$ cat src/rtl/team_06_sram_pkg.sv
// Shared types and helpers for the audio-effect SRAM responder and its macro model.
// The state encoding and the default geometry live here so the bench and the RTL agree.
package team_06_sram_pkg;

    typedef enum logic [1:0] {
        IDLE  = 2'd0,
        ISSUE = 2'd1,
        WAIT  = 2'd2
    } sram_state_e;

    localparam int DEF_ADDR_W     = 11;
    localparam int DEF_ACCESS_LAT = 2;

    // Expands a 4-bit byte select into a 32-bit data mask.
    function automatic logic [31:0] byte_mask(input logic [3:0] sel);
        logic [31:0] mask;
        mask = 32'h0000_0000;
        for (int i = 0; i < 4; i++) begin
            mask[8*i +: 8] = {8{sel[i]}};
        end
        return mask;
    endfunction

endpackage

$ cat src/rtl/team_06_sram_responder.sv
// Memory-side responder: accepts one-shot read/write requests, sequences the SRAM macro
// through ISSUE and a fixed-length WAIT, and returns masked read data with an ack pulse.
module team_06_sram_responder
    import team_06_sram_pkg::*;
#(
    parameter int ADDR_W     = DEF_ADDR_W,
    parameter int ACCESS_LAT = DEF_ACCESS_LAT
) (
    input  logic              clk,
    input  logic              rst,
    input  logic              write,
    input  logic              read,
    input  logic [31:0]       addressOut,
    input  logic [3:0]        select,
    input  logic [31:0]       busAudioWrite,
    output logic [31:0]       busAudioRead,
    output logic              busySRAM,
    output logic              ack,
    output logic              addr_err,
    output logic              mem_en,
    output logic [3:0]        mem_we,
    output logic [ADDR_W-1:0] mem_addr,
    output logic [31:0]       mem_wdata,
    input  logic [31:0]       mem_rdata
);

    localparam int CNT_W = (ACCESS_LAT > 1) ? $clog2(ACCESS_LAT) : 1;

    sram_state_e       r_state;
    logic [CNT_W-1:0]  r_cnt;
    logic              r_is_write;
    logic              r_in_range;
    logic [3:0]        r_sel;
    logic              r_busy;
    logic              r_ack;
    logic              r_addr_err;
    logic [31:0]       r_rdata;
    logic              r_mem_en;
    logic [3:0]        r_mem_we;
    logic [ADDR_W-1:0] r_mem_addr;
    logic [31:0]       r_mem_wdata;

    logic w_req;
    logic w_in_range;

    assign w_req      = read | write;
    assign w_in_range = (addressOut[31:ADDR_W+2] == '0) && (addressOut[1:0] == 2'b00);

    // Out-of-range accesses keep normal timing but never touch the macro.
    always_ff @(posedge clk or posedge rst) begin
        if (rst) begin
            r_state     <= IDLE;
            r_cnt       <= '0;
            r_is_write  <= 1'b0;
            r_in_range  <= 1'b0;
            r_sel       <= 4'b0000;
            r_busy      <= 1'b0;
            r_ack       <= 1'b0;
            r_addr_err  <= 1'b0;
            r_rdata     <= 32'h0000_0000;
            r_mem_en    <= 1'b0;
            r_mem_we    <= 4'b0000;
            r_mem_addr  <= '0;
            r_mem_wdata <= 32'h0000_0000;
        end else begin
            r_ack <= 1'b0;
            case (r_state)
                IDLE: begin
                    if (w_req) begin
                        r_state     <= ISSUE;
                        r_busy      <= 1'b1;
                        r_is_write  <= write;
                        r_in_range  <= w_in_range;
                        r_sel       <= select;
                        r_mem_en    <= w_in_range;
                        r_mem_we    <= (write && w_in_range) ? select : 4'b0000;
                        r_mem_addr  <= addressOut[ADDR_W+1:2];
                        r_mem_wdata <= busAudioWrite;
                        if (!w_in_range) begin
                            r_addr_err <= 1'b1;
                        end
                    end else begin
                        r_state <= IDLE;
                    end
                end
                ISSUE: begin
                    r_state  <= WAIT;
                    r_mem_en <= 1'b0;
                    r_mem_we <= 4'b0000;
                    r_cnt    <= CNT_W'(ACCESS_LAT - 1);
                end
                WAIT: begin
                    if (r_cnt == '0) begin
                        r_state <= IDLE;
                        r_busy  <= 1'b0;
                        r_ack   <= 1'b1;
                        if (!r_is_write) begin
                            r_rdata <= r_in_range ? (mem_rdata & byte_mask(r_sel)) : 32'h0000_0000;
                        end
                    end else begin
                        r_cnt <= r_cnt - CNT_W'(1);
                    end
                end
                default: begin
                    r_state  <= IDLE;
                    r_busy   <= 1'b0;
                    r_mem_en <= 1'b0;
                    r_mem_we <= 4'b0000;
                end
            endcase
        end
    end

    assign busAudioRead = r_rdata;
    assign busySRAM     = r_busy;
    assign ack          = r_ack;
    assign addr_err     = r_addr_err;
    assign mem_en       = r_mem_en;
    assign mem_we       = r_mem_we;
    assign mem_addr     = r_mem_addr;
    assign mem_wdata    = r_mem_wdata;

endmodule
$ cat config.mk
export PLATFORM = sky130hd
export DESIGN_NAME = team_06_sram_responder
export DESIGN_NICKNAME = d
export VERILOG_FILES = /design/src/rtl/team_06_sram_pkg.sv /design/src/rtl/team_06_sram_responder.sv
export SDC_FILE = /design/constraint.sdc
export NUM_CORES = 1
export LEC_CHECK = 0
export ABC_AREA = 1
export CAP_MARGIN = 20
export CELL_PAD_IN_SITES_DETAIL_PLACEMENT = 1
export CELL_PAD_IN_SITES_GLOBAL_PLACEMENT = 2
export CORE_MARGIN = 1.5
export CORE_UTILIZATION = 22
export CTS_CLUSTER_DIAMETER = 100
export DETAILED_ROUTE_END_ITERATION = 7
export GPL_TIMING_DRIVEN = 0
export PLACE_DENSITY = 0.9
export SLEW_MARGIN = 0
export SYNTH_ARGS = -nofsm -noshare
export SYNTH_HDL_FRONTEND = slang
export SYNTH_SLANG_ARGS = --single-unit
$ cat constraint.sdc
create_clock -name clk -period 3.3 [get_ports clk]
set_input_delay 0.66 -clock clk [delete_from_list [all_inputs] [get_ports clk]]
set_output_delay 0.66 -clock clk [all_outputs]
set_load 0.02 [all_outputs]
# ---- Word level (Yosys, flattened, before mapping)
# Index checks and enable logic that the tools add are counted.
dict set report op_classes {
  add_sub_neg 1
  eq_ne 4
  mux 16
  bitwise 7
  n_reduce_logical 11
}
# op n
set op_table {}
lappend op_table {{bitwise AND 32 bit} 1}
lappend op_table {{2-to-1 mux 32 bit} 1}
lappend op_table {{zero test 19 bit} 1}
lappend op_table {{AND reduction 3 bit} 3}
lappend op_table {{2-to-1 mux 4 bit} 2}
lappend op_table {{one-hot mux 4 bit (2 select lines)} 1}
lappend op_table {{2-to-1 mux 1 bit} 7}
lappend op_table {{one-hot mux 2 bit (3 select lines)} 1}
lappend op_table {{NOT 1 bit} 5}
lappend op_table {{zero test 2 bit} 2}
lappend op_table {{!= test 2 bit, second input constant} 2}
lappend op_table {{one-hot mux 1 bit (2 select lines)} 2}
lappend op_table {{AND reduction 2 bit} 2}
lappend op_table {{one-hot mux 1 bit (3 select lines)} 1}
lappend op_table {{== test 2 x 1 -> 1 bit, second input constant} 1}
lappend op_table {{== test 2 bit, second input constant} 1}
lappend op_table {{logical AND 1 bit} 2}
lappend op_table {{2-to-1 mux 2 bit} 1}
lappend op_table {{nonzero test 2 bit} 1}
lappend op_table {{bitwise OR 1 bit} 1}
lappend op_table {{subtractor 1 bit, second input constant} 1}
dict set report totals {
  register_bits 92
  inputBits 104
  output_inout_bits 83
  elab_cells 52
}

# ---- Depth between registers and ports, before layout
# Gate-level depths: netlist of the first run.
dict set report logic_depth {
  depth_word 6
  ltp_mapped 7
  depth_no_buf 7
}

# ---- Least setup slack after synthesis of the first run
# Ideal clock, no wire load.
dict set report synth_path {
  kind {reg-to-reg}
  startpoint {register r_state[0]}
  endpoint {register r_rdata[10] (netlist: busAudioRead[10])}
  setup_time_ns 0.126
  arrival_time_ns 1.381
  required_time_ns 3.174
  setup_slack_ns 1.793
  path_stages_with_launch 7
  n_path_buf 1
  period_less_slack_ns 1.507
  path_cell_list {dfrtp_1 inv_1 ha_1 inv_2 nor3_4 clkbuf_2 o21ai_0}
}
dict set report synth_via {
  elab_chain_len 2
}
# element line_no
set synth_lines {}
lappend synth_lines {{from (decl)} team_06_sram_responder.sv:29} ;# sram_state_e r_state;
lappend synth_lines {{from (signal assigned)} team_06_sram_responder.sv:52} ;# r_state <= IDLE;
lappend synth_lines {{from (signal assigned)} team_06_sram_responder.sv:70} ;# r_state <= ISSUE;
lappend synth_lines {{from (signal assigned)} team_06_sram_responder.sv:83} ;# r_state <= IDLE;
lappend synth_lines {{== test 2 bit} team_06_sram_responder.sv:67} ;# case (r_state)
lappend synth_lines {{AND reduction 3 bit (no source line)} -}
lappend synth_lines {{to (signal assigned)} team_06_sram_responder.sv:98} ;# r_rdata <= r_in_range ? (mem_rdata & byte_mask(r_sel)) : 32'h0000_0000;
lappend synth_lines {{to (decl)} team_06_sram_responder.sv:37} ;# logic [31:0] r_rdata;
# No other way between the ends.
# A chain may end at the register's enable or synchronous reset.

# ---- Worst setup path in the final report of the first run
dict set report layout_path {
  startpoint {register r_mem_wdata[31] (netlist: mem_wdata[31])}
  endpoint {output mem_wdata[31]}
}
# element line_no
set layout_rtl {}
lappend layout_rtl {{from (decl)} team_06_sram_responder.sv:41} ;# logic [31:0] r_mem_wdata;
lappend layout_rtl {{from (signal assigned)} team_06_sram_responder.sv:78} ;# r_mem_wdata <= busAudioWrite;
lappend layout_rtl {{to (decl)} team_06_sram_responder.sv:23} ;# output logic [31:0] mem_wdata,
# No word-level cell between the ends.

==> reports/metrics.csv, run 1 <==
metric;value;unit
status;finished, final reports clean;
ys_ff_latch;92;
syn_area_per_cell;8.865;um^2
path_cells;clkdlybuf4s50_1;
fin_cells;846;
clockPowerShare;0.220;
yosysTopAreaCell;dfrtp_1;
htree_levels;3;
power_frac_seq;0.367;
synth_top_area_share;0.6139;
cts_resized;0;
syn2layout_area_growth;65.20;%
fp.dieW;133.6;um
synth_ff_type;dfrtp_1;
fin_crit;2013;ps
yosys_warnings;0;
grt.overflow.total;0;
grt_max_degree;58;
ys_seq_area_frac;0.6139;
synth_top_family_by_area;simple AND/OR/NAND/NOR gates;
path_buf_inv;1;
p_sw;0.001650;W
drt-pass1-iter-count;4;
synth-compound-area-share;0.05772;
place_congestion;0.7558;
core-area;16640;um^2
insertion_delay;350;ps
ios;187;
place_hpwl;9339;um
n_antenna_cell;0;
rsz0062_at_grt;false;
synth.area.top_cells;dfrtp_1 (61%), nand2_1 (16%), nand3_1 (5.1%);
final_util;0.3722;
synthMuxAreaShare;0;
cts-buffers-inserted;9;
dp.cells;830;
power.density;715.9;nW/um^2
startpoint_type;flip-flop;
cp_slowest_stage_delay;650;ps
report.power.total;0.004435;W
antenna_found_initial;0;
grt_pass1_wl;19930;um
synth_nets;530;
fin_nets;728;
slew_headroom;0.6624;
p_int;0.002785;W
yosysMostFrequentCell;nand2_1;
switching_share;0.3721;
synth_common_cells;nand2_1 (161), dfrtp_1 (92), inv_1 (46);
synthesis.area;3750;um^2
synthAdderAreaFrac;0.01001;
leakage;2.840;nW
crit_family;buffers and inverters;
totalWireLength;12120;um
cts_root_buf;clkbuf_16;
fin_crit_sh;0.6101;
clock_path_buffers;2;
routed_via_density;4.158;
drc_errors;0;
yosys.area_share.xor_xnor;0;
wire_per_inst;14.32;um
die_area;17840;um^2
hold_path.class;flip-flop to flip-flop;
fmax;496.7;MHz
layout-drive-gt1-share;0.06070;
slew_violations;0;
drt_iter0_drc;113;
core.rowCount;47;
slowest_stage;clkdlybuf4s50_1;
hold_viol_final;0;
synth_edf_count;0;
postSynthCellCount;423;
cts_tree;done;
setup_tns;0;ps
worstPathMaxFanout;2;
tightest_slew;504.7;ps
grtUsageTotal;0.1416;
p_comb_frac;0.413;
cts_setup_buffers;0;
clk_pin_slew;70;ps
final_antenna_net_count;0;
die_y;133.6;um
required;2640;ps
finalClockSkew;11.07;ps
cts_sinks;92;
synth-simple-area-share;0.2409;
critPathKind;flip-flop to primary output;
initial_utilization;0.2253;
async_flop_share;1.000;
io_buffers;186;
synth_cell_types;20;
cap_violations;0;
setup_viol_count_final;0;
peakVddDrop;439.2;uV
hold_buffers;0;
endpoint_kind;primary output;
vias;3518;
grt_pass1_vias;3978;
cp.arrival;1350;ps
## area by class of cell
cell class | instances | area [um^2]
clock inverters | 5 | 35.03
flip-flops and latches | 92 | 2302
plain buffers | 16 | 110.1
inverters | 48 | 182.7
clock buffers | 11 | 242.7
multi-input cells | 267 | 1157
fillers | 1940 | 10450
well taps | 220 | 275.3
repair buffers | 187 | 1889
## placed cells by master, fill, tap and decap left out
| cell | Yosys | routed |
|---|---|---|
| clkinv_4 | 0 | 1 |
| inv_1 | 46 | 45 |
| buf_2 | 8 | 8 |
| ha_1 | 3 | 3 |
| clkinv_2 | 0 | 2 |
| nand3_1 | 38 | 38 |
| o21ai_0 | 29 | 29 |
| nor2_1 | 16 | 16 |
| nand2_1 | 161 | 161 |
| o21ai_1 | 9 | 9 |
| dfrtp_1 | 92 | 92 |
| a21oi_1 | 2 | 2 |
| clkbuf_16 | 0 | 9 |
| nand2_2 | 1 | 1 |
| inv_6 | 0 | 1 |
| clkbuf_2 | 2 | 2 |
| buf_16 | 0 | 1 |
| inv_2 | 2 | 2 |
| a22o_1 | 1 | 1 |
| o21bai_1 | 1 | 1 |
| clkbuf_1 | 0 | 1 |
| buf_6 | 4 | 4 |
| inv_4 | 0 | 1 |
| buf_4 | 2 | 2 |
| clkinvlp_4 | 0 | 1 |
| or2_2 | 1 | 1 |
| clkdlybuf4s50_1 | 0 | 186 |
| clkbuf_8 | 0 | 1 |
| nor3_1 | 4 | 4 |
| nor3_4 | 1 | 1 |
## per-layer routing
metal	wire (um)	track usage
met2	6200	0.2539
met3	922	0.05365
met5	0	0
met4	130	0.04287
met1	4862	0.1550
## power groups by stage
| stage | registers, W | logic, W | clock network (W) |
|---|---|---|---|
| final | 0.00163 | 0.00183 | 0.000974 |
| after global routing | 0.00167 | 0.00202 | 0.00106 |
| after CTS | 0.00163 | 0.00188 | 0.00103 |
| after detailed placement | 0.00164 | 0.00187 | 0 |
| after global placement | 0.00163 | 0.00181 | 0 |
| after floorplan | 0.00195 | 0.000622 | 0 |
## registers in the layout (all words and copies together) (netlist names)
name	count
mem_en	1
busAudioRead	32
mem_we	4
busySRAM	1
r_cnt	1
mem_wdata	32
r_in_range	1
addr_err	1
r_state	2
r_sel	4
ack	1
r_is_write	1
mem_addr	11
## metrics by stage
stage               instance area, um^2  hold slack, ps  setup slack (ps)
floorplan                          3750           452.9             248.0
finish                             6195           479.0              1287
global route                       6195           499.0              1233
detailed placement                 5917           466.0             963.9
CTS                                6195           480.9              1263
global placement                   5887           461.1             -1286
## path summary, 6_finish.rpt
kind | slack, ps | start | end | depth (start not counted)
max | 1290 | mem_wdata[31] | mem_wdata[31] | 1
min | 480 | mem_addr[6] | mem_addr[6] | 2
max reg2reg | 1440 | r_state[0] | busAudioRead[14] | 6
min reg2reg | 480 | mem_addr[6] | mem_addr[6] | 2
max in group asynchronous | 1950 | rst | mem_addr[8] | 3
min in group asynchronous | 700 | rst | busAudioRead[25] | 2
## logic make-up (layout without fill, tap and decap cells)
family                     count (synthesis)  count (layout)
and+or+nand+nor                          222             222
AOI/OAI and AO/OA                         42              42
adders and majority gates                  3               3
buffers and inverters                     64             267
DFF                                       92              92
Note: power is estimated with default switching activity, not from simulation.
==> inputs of run 2 (changes only) <==
--- a/config.mk
+++ b/config.mk
@@ -10,11 +10,11 @@
 export CELL_PAD_IN_SITES_DETAIL_PLACEMENT = 1
 export CELL_PAD_IN_SITES_GLOBAL_PLACEMENT = 2
 export CORE_MARGIN = 1.5
-export CORE_UTILIZATION = 22
+export CORE_UTILIZATION = 20
 export CTS_CLUSTER_DIAMETER = 100
 export DETAILED_ROUTE_END_ITERATION = 7
 export GPL_TIMING_DRIVEN = 0
-export PLACE_DENSITY = 0.9
+export PLACE_DENSITY = 0.86
 export SLEW_MARGIN = 0
 export SYNTH_ARGS = -nofsm -noshare
 export SYNTH_HDL_FRONTEND = slang
==> constraint.sdc (replaced) <==
create_clock -name clk -period 1.7 [get_ports clk]
set_input_delay 0.34 -clock clk [delete_from_list [all_inputs] [get_ports clk]]
set_output_delay 0.34 -clock clk [all_outputs]
set_load 0.02 [all_outputs]
==> run 2 against run 1 <==
- the flow now finishes with violations (design-rule violations)
- total power increased by 96%
- first-iteration DRC count decreased by 49%
- global-route usage decreased by 0.90 points
==> reports/metrics.csv, run 2 (synthesized netlist as in run 1, its figures left out) <==
metric;value;unit;change
status;finished with violations;;was finished, final reports clean
failed_checks;design-rule violations;;
grt.overflow.total;0;;unchanged
clk_pin_slew;60;ps;was 70 ps
insertion_delay;340;ps;was 350 ps
cts_tree;done;;unchanged
cts_sinks;92;;unchanged
die_y;139.9;um;was 133.6 um
crit_family;buffers and inverters;;unchanged
switching_share;0.3665;;was 0.3721
leakage;3.424;nW;was 2.840 nW
power_frac_seq;0.364;;was 0.367
core.rowCount;49;;was 47
n_antenna_cell;0;;unchanged
cp.arrival;1320;ps;was 1350 ps
power.density;1363;nW/um^2;was 715.9 nW/um^2
setup_viol_count_final;0;;unchanged
final_util;0.3511;;was 0.3722
wire_per_inst;14.60;um;was 14.32 um
finalClockSkew;7.081;ps;was 11.07 ps
final_antenna_net_count;0;;unchanged
p_sw;0.003183;W;was 0.001650 W
p_comb_frac;0.401;;was 0.413
tightest_slew;664.6;ps;was 504.7 ps
drt-pass1-iter-count;6;;was 4
place_congestion;0.7419;;was 0.7558
hold_viol_final;0;;unchanged
vias;3542;;was 3518
ff_latch_area;2302;um^2;unchanged
cap_violations;0;;unchanged
antenna_found_initial;0;;unchanged
cp_slowest_stage_delay;620;ps;was 650 ps
totalWireLength;12520;um;was 12120 um
setup_tns;0;ps;unchanged
place_hpwl;9736;um;was 9339 um
rsz0062_at_grt;false;;unchanged
final_cell_mix;nand2_1 (161), clkdlybuf4s50_1 (139), dfrtp_1 (92);;was clkdlybuf4s50_1 (186), nand2_1 (161), dfrtp_1 (92)
cts-buffers-inserted;9;;unchanged
endpoint_kind;primary output;;unchanged
grtUsageTotal;0.1326;;was 0.1416
hold_buffers;0;;unchanged
layout-drive-gt1-share;0.06529;;was 0.06070
syn2layout_area_growth;69.94;%;was 65.20%
fmax;602.4;MHz;
grt_pass1_wl;20280;um;was 19930 um
clockPowerShare;0.236;;was 0.220
fin_crit;1660;ps;
fp.dieW;139.9;um;was 133.6 um
io_buffers;186;;unchanged
ios;187;;unchanged
slowest_stage;clkdlybuf4s50_1;;unchanged
drc_errors;12;;was 0
cp-startpoint;busAudioRead[4];;was mem_wdata[31]
grt_pass1_vias;3912;;was 3978
path_cells;clkdlybuf4s50_1;;unchanged
path_buf_inv;1;;unchanged
initial_utilization;0.2066;;was 0.2253
report.power.total;0.008685;W;was 0.004435 W
slew_violations;0;;unchanged
fin_nets;731;;was 728
final_common_cell;nand2_1;;was clkdlybuf4s50_1
peakVddDrop;695.6;uV;was 439.2 uV
htree_levels;3;;unchanged
startpoint_type;flip-flop;;unchanged
fin_crit_sh;0.9765;;
worstPathMaxFanout;2;;unchanged
cts_root_buf;clkbuf_16;;unchanged
worst_slack;39.94;ps;was 1287 ps
routed_via_density;4.133;;was 4.158
rr_startpoint;r_state[0];;unchanged
multiInputGateArea;1170;um^2;was 1157 um^2
p_int;0.005501;W;was 0.002785 W
critPathKind;flip-flop to primary output;;unchanged
clock_path_buffers;2;;unchanged
drt_iter0_drc;58;;was 113
post-place-ws;-312.2;ps;was 963.9 ps
die_area;19580;um^2;was 17840 um^2
grt_max_degree;40;;was 58
hold_path.class;input port to asynchronous set/reset pin;;was flip-flop to flip-flop
slew_headroom;0.5560;;was 0.6624
core-area;18150;um^2;was 16640 um^2
nFillCells;2119;;was 1940
required;1360;ps;was 2640 ps
## run 2: final timing paths
path	slack, ps	cells past startpoint	endpoint
max in group asynchronous	400	4	mem_addr[6]
worst min register to register	480	2	mem_wdata[18]
min in group clk	480	2	mem_wdata[18]
worst max-delay path	40	1	busAudioRead[4]
worst min-delay path	460	2	busAudioRead[26]
worst max register to register	130	7	busAudioRead[9]
## run 2: metal layers
metal  GRT usage  wire length, um  vias to the layer above
li1            -                -                     1713
met1      0.1460             4920                     1703
met2      0.2378             6368                      116
met3     0.04855             1069                       10
met4     0.04155              158                        0
met5           0                0                        -
## run 2: power groups by stage
stage / logic [W] / clock network, W / registers (W)
2_1_floorplan: 0.00121 / 0 / 0.00378
3_3_place_gp: 0.00352 / 0 / 0.00318
3_5_place_dp: 0.00362 / 0 / 0.00321
4_1_cts: 0.00359 / 0.00215 / 0.00318
5_1_grt: 0.00385 / 0.00225 / 0.00325
6_report: 0.00348 / 0.00205 / 0.00316
## run 2: metrics by stage
stage,area [um^2],hold slack [ps],std cells
floorplan,3754,449.6,423
global placement,5902,462.0,838
detailed placement,5942,463.8,840
CTS,6262,474.6,857
global route,6372,503.9,857
finish,6372,461.3,857
## run 2: layout make-up
class | instances | share of cell area
Clock buffer | 12 | 0.04025
Clock inverter | 3 | 0.007265
Inverter | 48 | 0.02926
Tap cell | 229 | 0.04496
Sequential cell | 92 | 0.3613
Timing Repair Buffer | 190 | 0.3153
Multi-Input combinational cell | 267 | 0.1836
Buffer | 16 | 0.01806
## run 2: repair_timing
item                                    in CTS  in global routing
setup buffers                                2                  0
pin swaps                                    1                  0
gates cloned                                 0                  0
endpoints found under the setup margin      42                 74
gates resized for setup                     11                 44
==> inputs of run 3 (changes only) <==
--- a/config.mk
+++ b/config.mk
@@ -15,6 +15,7 @@
 export DETAILED_ROUTE_END_ITERATION = 7
 export GPL_TIMING_DRIVEN = 0
 export PLACE_DENSITY = 0.86
+export SETUP_SLACK_MARGIN = 0.05
 export SLEW_MARGIN = 0
 export SYNTH_ARGS = -nofsm -noshare
 export SYNTH_HDL_FRONTEND = slang
==> run 3 against run 2 <==
- the run still ends with design-rule violations left
- count of clock-buffer cells in the layout unchanged
- hold slack improved by 1.4 ps
- non-clock buffer count unchanged
- setup slack improved by 130 ps
- combinational power decreased by 6.3%
- global-route usage about the same
- flip-flop and latch count unchanged
- die area unchanged
- design area decreased by 2.8%
- clock skew about the same
- via count decreased by 0.59%
==> reports/metrics.csv, run 3 (synthesized netlist as in run 1, its figures left out) <==
metric;value;unit;change
nFillCells;2165;;was 2119
grt.overflow.total;0;;unchanged
multiInputGateArea;1175;um^2;was 1170 um^2
totalWireLength;12480;um;was 12520 um
failed_checks;design-rule violations;;unchanged
peakVddDrop;676.2;uV;was 695.6 uV
drc_errors;12;;unchanged
rr_worst_depth;7;;unchanged
power.density;1364;nW/um^2;was 1363 nW/um^2
cts-buffers-inserted;9;;unchanged
cp.arrival;1750;ps;was 1320 ps
status;finished with violations;;unchanged
die_y;139.9;um;unchanged
layout-drive-gt1-share;0.06688;;was 0.06529
whs;462.6;ps;was 461.3 ps
fin_crit;1530;ps;was 1660 ps
wire_per_inst;14.56;um;was 14.60 um
cts_tree;done;;unchanged
finalClockSkew;7.101;ps;was 7.081 ps
core-area;18150;um^2;unchanged
endpoint_kind;flip-flop;;was primary output
startpoint_type;input port;;was flip-flop
grt_pass1_wl;20300;um;was 20280 um
drt-pass1-iter-count;6;;unchanged
antenna_found_initial;0;;unchanged
io_buffers;186;;unchanged
cap_violations;0;;unchanged
r2r_setup_slack;190;ps;was 130 ps
initial_utilization;0.2066;;unchanged
routed_via_density;4.109;;was 4.133
cts_root_buf;clkbuf_16;;unchanged
leakage;3.148;nW;was 3.424 nW
slew_headroom;0.5557;;was 0.5560
cts_sinks;92;;unchanged
setup_viol_count_final;0;;unchanged
insertion_delay;340;ps;about the same
fp.dieW;139.9;um;unchanged
die_area;19580;um^2;unchanged
required;1920;ps;was 1360 ps
post-place-ws;-312.2;ps;unchanged
final_cell_mix;nand2_1 (161), clkdlybuf4s50_1 (103), dfrtp_1 (92);;was nand2_1 (161), clkdlybuf4s50_1 (139), dfrtp_1 (92)
final_util;0.3414;;was 0.3511
clock_path_buffers;2;;unchanged
worst_slack;170.5;ps;was 39.94 ps
fin_crit_sh;0.8997;;was 0.9765
slew_violations;0;;unchanged
critPathKind;input port to flip-flop;;was flip-flop to primary output
grt_pass1_vias;3907;;was 3912
final_area;6196;um^2;was 6372 um^2
drt_iter0_drc;66;;was 58
syn2layout_area_growth;65.23;%;was 69.94%
grtUsageTotal;0.1329;;was 0.1326
htree_levels;3;;unchanged
final_antenna_net_count;0;;unchanged
tightest_slew;665.1;ps;was 664.6 ps
clk_pin_slew;60;ps;about the same
grt_max_degree;40;;unchanged
placed_cell_area;5942;um^2;unchanged
place_hpwl;9736;um;unchanged
place_congestion;0.7419;;unchanged
fin_nets;731;;unchanged
worstPathMaxFanout;10;;was 2
core.rowCount;49;;unchanged
rr_startpoint;r_state[0];;unchanged
report.power.total;0.008451;W;was 0.008685 W
fmax;653.8;MHz;was 602.4 MHz
hold_viol_final;0;;unchanged
hold_path.class;input port to asynchronous set/reset pin;;unchanged
final_common_cell;nand2_1;;unchanged
rsz0062_at_grt;false;;unchanged
vias;3521;;was 3542
ios;187;;unchanged
r2r_end;busAudioRead[24];;was busAudioRead[9]
ff_latch_area;2302;um^2;unchanged
n_antenna_cell;0;;unchanged
-- run 3: routing by layer --
layer / share of wire / up-vias / wire [um] / global-route usage
met1: 0.40 / 1683 / 4948 / 0.1460
met4: 0.013 / 0 / 158 / 0.04155
li1: - / 1712 / - / -
met5: 0 / - / 0 / 0
met3: 0.084 / 10 / 1043 / 0.04855
met2: 0.51 / 116 / 6325 / 0.2388
-- run 3: how the worst max path moves through the flow --
stage / endpoint / startpoint / slack (ps)
after floorplan: busAudioRead[10] / r_state[0] / 190
after global placement: mem_we[0] / rst / -810
after detailed placement: mem_wdata[9] / write / -310
after CTS: mem_wdata[9] / r_state[0] / 30
after global routing: busAudioRead[22] / r_state[0] / 60
final: mem_wdata[9] / write / 170
-- run 3: layout make-up --
type / instances / area share
Sequential cell: 92 / 0.3716
Multi-Input combinational cell: 267 / 0.1896
Tap cell: 229 / 0.04624
Clock inverter: 3 / 0.007472
Buffer: 16 / 0.01898
Inverter: 48 / 0.03009
Clock buffer: 12 / 0.04140
Timing Repair Buffer: 190 / 0.2946
-- run 3: per-stage QoR --
stage / std cells / setup TNS (ps)
floorplan: 423 / 0
global placement: 838 / -90800
detailed placement: 840 / -21390
CTS: 857 / 0
global route: 857 / 0
finish: 857 / 0
-- run 3: power breakdown --
| group | internal (W) | switching, W |
|---|---|---|
| combinational | 0.00125 | 0.00201 |
| sequential | 0.00280 | 0.000349 |
| clock | 0.00121 | 0.000828 |
-- run 3: what timing repair did --
| action | in CTS | in global routing |
|---|---|---|
| endpoints found under the setup margin | 115 | 61 |
| hold buffers | 0 | 0 |
| setup buffers | 2 | 0 |
| resized for setup | 85 | 9 |
| pin swaps | 1 | 0 |
| hold endpoints to repair | 0 | 0 |
-- run 3: worst max-delay path, stage by stage --
cell,delay [ps]
clkdlybuf4s50_1,500
or2_2,370
nand2_4,120
inv_4,90
clkbuf_4,200
nand2_1,80
nand2_1,60
